`config.mk`:
```
export PLATFORM = sky130hd
export DESIGN_NAME = sha256_block_ctrl
export DESIGN_NICKNAME = d
export VERILOG_FILES = /design/src/rtl/sha256_pkg.sv /design/src/rtl/sha256_round_cnt.sv /design/src/rtl/sha256_block_ctrl.sv
export SDC_FILE = /design/constraint.sdc
export NUM_CORES = 1
export LEC_CHECK = 0
export ABC_CLOCK_PERIOD_IN_PS = 1820
export BUFFER_PORTS_ARGS = -buffer_cell sky130_fd_sc_hd__buf_2
export CORE_AREA = 2 2 40 42
export DETAILED_ROUTE_END_ITERATION = 8
export DIE_AREA = 0 0 42 44
export PLACE_DENSITY = 0.8
export SYNTH_ARGS = -nofsm -noshare
export SYNTH_HDL_FRONTEND = slang
export SYNTH_SLANG_ARGS = --single-unit
export TNS_END_PERCENT = 100
```
`constraint.sdc`:
```
create_clock -name clk -period 1.82 [get_ports clk]
set_input_delay 0.091 -clock clk [delete_from_list [all_inputs] [get_ports clk]]
set_output_delay 0.091 -clock clk [all_outputs]
set_load 0.01 [all_outputs]
```
`src/rtl/sha256_pkg.sv`:
```
// Shared SHA-256 definitions: controller state encoding, default round count
// and the initial hash value used by the hash-state register and var-init mux.
package sha256_pkg;

  localparam int NUM_ROUNDS_DEF = 64;

  typedef logic [2:0] ctrl_state_t;

  localparam ctrl_state_t ST_IDLE  = 3'd0;
  localparam ctrl_state_t ST_LOAD  = 3'd1;
  localparam ctrl_state_t ST_ROUND = 3'd2;
  localparam ctrl_state_t ST_FINAL = 3'd3;
  localparam ctrl_state_t ST_HOLD  = 3'd4;

  localparam logic [31:0] IV_H0 = 32'h6a09e667;
  localparam logic [31:0] IV_H1 = 32'hbb67ae85;
  localparam logic [31:0] IV_H2 = 32'h3c6ef372;
  localparam logic [31:0] IV_H3 = 32'ha54ff53a;
  localparam logic [31:0] IV_H4 = 32'h510e527f;
  localparam logic [31:0] IV_H5 = 32'h9b05688c;
  localparam logic [31:0] IV_H6 = 32'h1f83d9ab;
  localparam logic [31:0] IV_H7 = 32'h5be0cd19;

  // H0 sits in the most significant word, matching the a..h packing order.
  localparam logic [255:0] IV_STATE = {IV_H0, IV_H1, IV_H2, IV_H3,
                                       IV_H4, IV_H5, IV_H6, IV_H7};

  function automatic logic [31:0] iv_word(input logic [2:0] idx);
    logic [31:0] w;
    w = '0;
    case (idx)
      3'd0: w = IV_H0;
      3'd1: w = IV_H1;
      3'd2: w = IV_H2;
      3'd3: w = IV_H3;
      3'd4: w = IV_H4;
      3'd5: w = IV_H5;
      3'd6: w = IV_H6;
      default: w = IV_H7;
    endcase
    return w;
  endfunction

endpackage

```
`src/rtl/sha256_round_cnt.sv`:
```
// Round index counter: clears to zero, counts while enabled and flags the last
// round so the controller can leave the ROUND state without a visible wrap.
module sha256_round_cnt
  import sha256_pkg::*;
#(
  parameter int NUM_ROUNDS = NUM_ROUNDS_DEF,
  parameter int ROUND_W    = 6
) (
  input  logic               clk,
  input  logic               reset,
  input  logic               clr,
  input  logic               en,
  output logic [ROUND_W-1:0] cnt,
  output logic               tc
);

  localparam logic [ROUND_W-1:0] LAST_IDX = ROUND_W'(NUM_ROUNDS - 1);

  assign tc = (cnt == LAST_IDX);

  always_ff @(posedge clk or posedge reset) begin
    if (reset) begin
      cnt <= '0;
    end else if (clr) begin
      cnt <= '0;
    end else if (en) begin
      if (tc) begin
        cnt <= '0;
      end else begin
        cnt <= cnt + ROUND_W'(1);
      end
    end
  end

endmodule

```
`src/rtl/sha256_block_ctrl.sv`:
```
// SHA-256 block sequencer: accepts message blocks, steps the round core through
// one compression and tracks message boundaries for IV re-init and digest hand-off.
module sha256_block_ctrl
  import sha256_pkg::*;
#(
  parameter int NUM_ROUNDS = NUM_ROUNDS_DEF,
  parameter int ROUND_W    = 6
) (
  input  logic               clk,
  input  logic               reset,
  input  logic               blk_valid,
  input  logic               blk_last,
  output logic               blk_ready,
  output logic               load_w,
  output logic               init_vars,
  output logic               iv_sel,
  output logic               hash_init,
  output logic               round_en,
  output logic [ROUND_W-1:0] round_idx,
  output logic               hash_update,
  output logic               digest_valid,
  input  logic               digest_ack,
  output logic               busy
);

  ctrl_state_t state;
  logic        first;
  logic        last_q;
  logic        cnt_clr;
  logic        cnt_en;
  logic        cnt_tc;

  assign cnt_clr = (state == ST_LOAD);
  assign cnt_en  = (state == ST_ROUND);

  sha256_round_cnt #(
    .NUM_ROUNDS (NUM_ROUNDS),
    .ROUND_W    (ROUND_W)
  ) u_round_cnt (
    .clk   (clk),
    .reset (reset),
    .clr   (cnt_clr),
    .en    (cnt_en),
    .cnt   (round_idx),
    .tc    (cnt_tc)
  );

  // first marks the next accepted block as the start of a message; it is
  // refreshed in FINAL so an abandoned block (reset) leaves it set.
  always_ff @(posedge clk or posedge reset) begin
    if (reset) begin
      state  <= ST_IDLE;
      first  <= 1'b1;
      last_q <= 1'b0;
    end else begin
      case (state)
        ST_IDLE: begin
          if (blk_valid) begin
            last_q <= blk_last;
            state  <= ST_LOAD;
          end
        end
        ST_LOAD: begin
          state <= ST_ROUND;
        end
        ST_ROUND: begin
          if (cnt_tc) begin
            state <= ST_FINAL;
          end
        end
        ST_FINAL: begin
          first <= last_q;
          state <= last_q ? ST_HOLD : ST_IDLE;
        end
        ST_HOLD: begin
          if (digest_ack) begin
            state <= ST_IDLE;
          end
        end
        default: begin
          state <= ST_IDLE;
        end
      endcase
    end
  end

  // load_w is the accept strobe itself, so the W schedule latches the block
  // on the same edge the handshake completes.
  always_comb begin
    blk_ready    = 1'b0;
    load_w       = 1'b0;
    init_vars    = 1'b0;
    iv_sel       = 1'b0;
    hash_init    = 1'b0;
    round_en     = 1'b0;
    hash_update  = 1'b0;
    digest_valid = 1'b0;
    busy         = 1'b0;
    case (state)
      ST_IDLE: begin
        blk_ready = 1'b1;
        load_w    = blk_valid;
      end
      ST_LOAD: begin
        init_vars = 1'b1;
        iv_sel    = first;
        hash_init = first;
        busy      = 1'b1;
      end
      ST_ROUND: begin
        round_en = 1'b1;
        busy     = 1'b1;
      end
      ST_FINAL: begin
        hash_update = 1'b1;
        busy        = 1'b1;
      end
      ST_HOLD: begin
        digest_valid = 1'b1;
      end
      default: begin
        blk_ready = 1'b0;
      end
    endcase
  end

endmodule
```
==> impl_results.md <==
* Status: complete, no violations
* Routed via count at 480
* Main synth FF type: dfrtp_1
* Leak at 0.382 nW
* Nets at 83
* CTS tree: built
* Setup TNS at 0 ns
* Compound-Gate Fraction of Synth Area at 11.4%
* CTS clk-pin slew, worst paths at 0.07 ns
* Critical Path RT at 2.01 ns
* Number of non-filler instances in the completed layout at 92
* Clock Path Buffers at 2
* Period utilization at 81.7%
* Largest net degree at the start of global routing at 12
* DP Cell Count at 87
* Worst min path class: in2reg
* Vias per cell at 5.22
* EDFF count, synth at 0
* Tmin final at 1.49 ns
* Root Buffer: clkbuf_4
* DR iter-0 viols at 4
* Synth Area in XOR/XNOR at 1.47%
* Final Skew at 0.000947 ns
* DRC at 0
* Total Power at 0.00112 W
* Worst setup SP type: flop
* Top cells by area, synth: dfrtp_1 42%, dfstp_2 4.4%, mux2_1 3.8%, mux2i_1 3.4%, nor3b_4 3.2%
* Area grow syn2layout at 22.7%
* Cell Rows at 14
* Synth Area per Inst at 10.8 um^2
* Synth Area in Simple Gates at 23.6%
* Post-synth top cells: 10 x dfrtp_1, 4 x nand2_1, 3 x inv_1
* Fillers at 136
* Final antenna-violating net count at 0
* Ant diodes at 0
* Htree depth at 1
* # clock sinks at 11
* I/O Pins at 20
* Share of the synthesized area in the top cell type at 42.1%
* Synthesis Warnings at 0
* DPL Wire Length at 894 um
* Core area at 0.00142 mm^2
* Setup violations, final at 0
* Kind of critical path: reg2reg
* GRT Total Usage at 15.9%
* TritonRoute pass-1 iters at 4
* Mapped Cells at 55
* FF+latch count, synth at 11
* Unrepaired setup endpoints after global routing: false
* Die area at 0.00185 mm^2
* Worst slew pin tran at 0.424 ns
* Setup repair bufs after CTS at 0
* Unique masters post-synth at 32
* Initial core utilization at 41.9%
* Initial antenna violation count at 0
* Asr flop ratio synth at 100%
* Synth Area in Adders at 2.11%
* Slew Viols, Final at 0
* Routed WL per cell at 13.2 um
* Grt total ovfl at 0
* Main combinational cell family by area after synthesis: simple AND/OR/NAND/NOR gates
* Share of post-route cells with drive strength above 1 at 39.5%
* Routed wire length at 1210 um
* PD cells at 1530 mW/mm^2
* Max-Cap Viols at 0
* Cell area after synthesis at 594 um^2
* Top-count cell post-synth: dfrtp_1
* Final Wtd Congestion at 0.737
* PostCTS Resize Cnt at 0
* CP endpoint kind: flop
* Arrival @ worst endpoint at 1.67 ns
* Sequential fraction of the synthesis area at 46.5%
* PortBufs at 19
* Width of the die at 42 um
* Die Height at 44 um
* VDD IR-drop max at 0.000758 V
* First-pass GRT wire length at 2160 um
* Final hold vios at 0
* # hold bufs at CTS at 1
* Num CTS Buffers at 3
* Clock Latency Late Sink at 0.27 ns
* Slew HR at 71.7%
* Syn nets at 61
* Leading area contributor after synthesis: dfrtp_1
* Mux cell area share after synthesis at 9.68%
* Fmax at 673 MHz
* Vias in the first global route at 469
* CP max FO at 9
cell usage in the layout (no fill, tap or decap), drive strengths merged, types with 2 or more instances in the layout:
cell / n
a22o: 2
a31oi: 2
and2: 2
buf: 19
clkbuf: 4
dfrtp: 10
inv: 3
mux2: 3
mux2i: 2
nand2: 4
nand4: 2
nor2: 3
nor3: 2
nor3b: 2
o21ai: 2
logic make-up after synthesis:
group / count (synthesis)
xor gates and xnor gates: 1
buffers and inverters: 7
adders and majority gates: 1
AOI/OAI and AO/OA: 9
DFF: 11
muxes: 5
and+or+nand+nor: 21
metrics by stage:
step	worst slack (ns)	area (um^2)	hold WS, ns	util [%]
finish	0.333	729	0.0396	51.4
global route	0.213	729	0.0194	51.4
CTS	0.316	729	0.0266	51.4
detailed placement	0.378	693	0.109	48.9
global placement	0.438	693	0.101	48.9
floorplan	0.283	594	-0.0573	-
power breakdown:
part | leakage, nW | switching [W] | internal (W)
Sequential | 0.141 | 0.000108 | 0.000332
Clock | 0.0150 | 0.0000828 | 0.0000848
Combinational | 0.226 | 0.000257 | 0.000253
cell type report:
cell class | count | area, um^2 | share of cell area, %
Multi-Input combinational cell | 37 | 287 | 39.3
Sequential cell | 11 | 277 | 37.9
Timing Repair Buffer | 20 | 105 | 14.4
Clock buffer | 4 | 26.3 | 3.60
Tap cell | 16 | 20.0 | 2.74
Inverter | 4 | 15.0 | 2.06
worst max-delay path, cell delays in order (launching register included):
cell,delay [ns]
dfrtp_1,0.47
nor3b_4,0.41
mux2_1,0.36
mux2i_1,0.16
layer usage:
| layer | global-route usage [%] | vias up | routed length, um |
|---|---|---|---|
| li1 | - | 237 | - |
| met1 | 20.5 | 220 | 569 |
| met2 | 23.8 | 23 | 527 |
| met3 | 8.33 | 0 | 117 |
| met4 | 3.87 | 0 | 0 |
| met5 | 0 | - | 0 |
worst paths after layout:
| kind | to | from | depth (start not counted) | slack (ns) |
|---|---|---|---|---|
| worst max-delay path | u_round_cnt.cnt[2] | state[2] | 3 | 0.33 |
| worst min-delay path | state[2] | digest_ack | 2 | 0.04 |
| worst max register to register | u_round_cnt.cnt[2] | state[2] | 3 | 0.33 |
| worst min register to register | first | first | 2 | 0.48 |
| max in group asynchronous | first | reset | 3 | 1.14 |
| min in group asynchronous | u_round_cnt.cnt[2] | reset | 3 | 0.35 |
sequential cells by signal (all words and copies together) (netlist names):
register and count:
u_round_cnt.cnt 6, first 1, last_q 1, state 3
(Power assumes the default switching activity.)
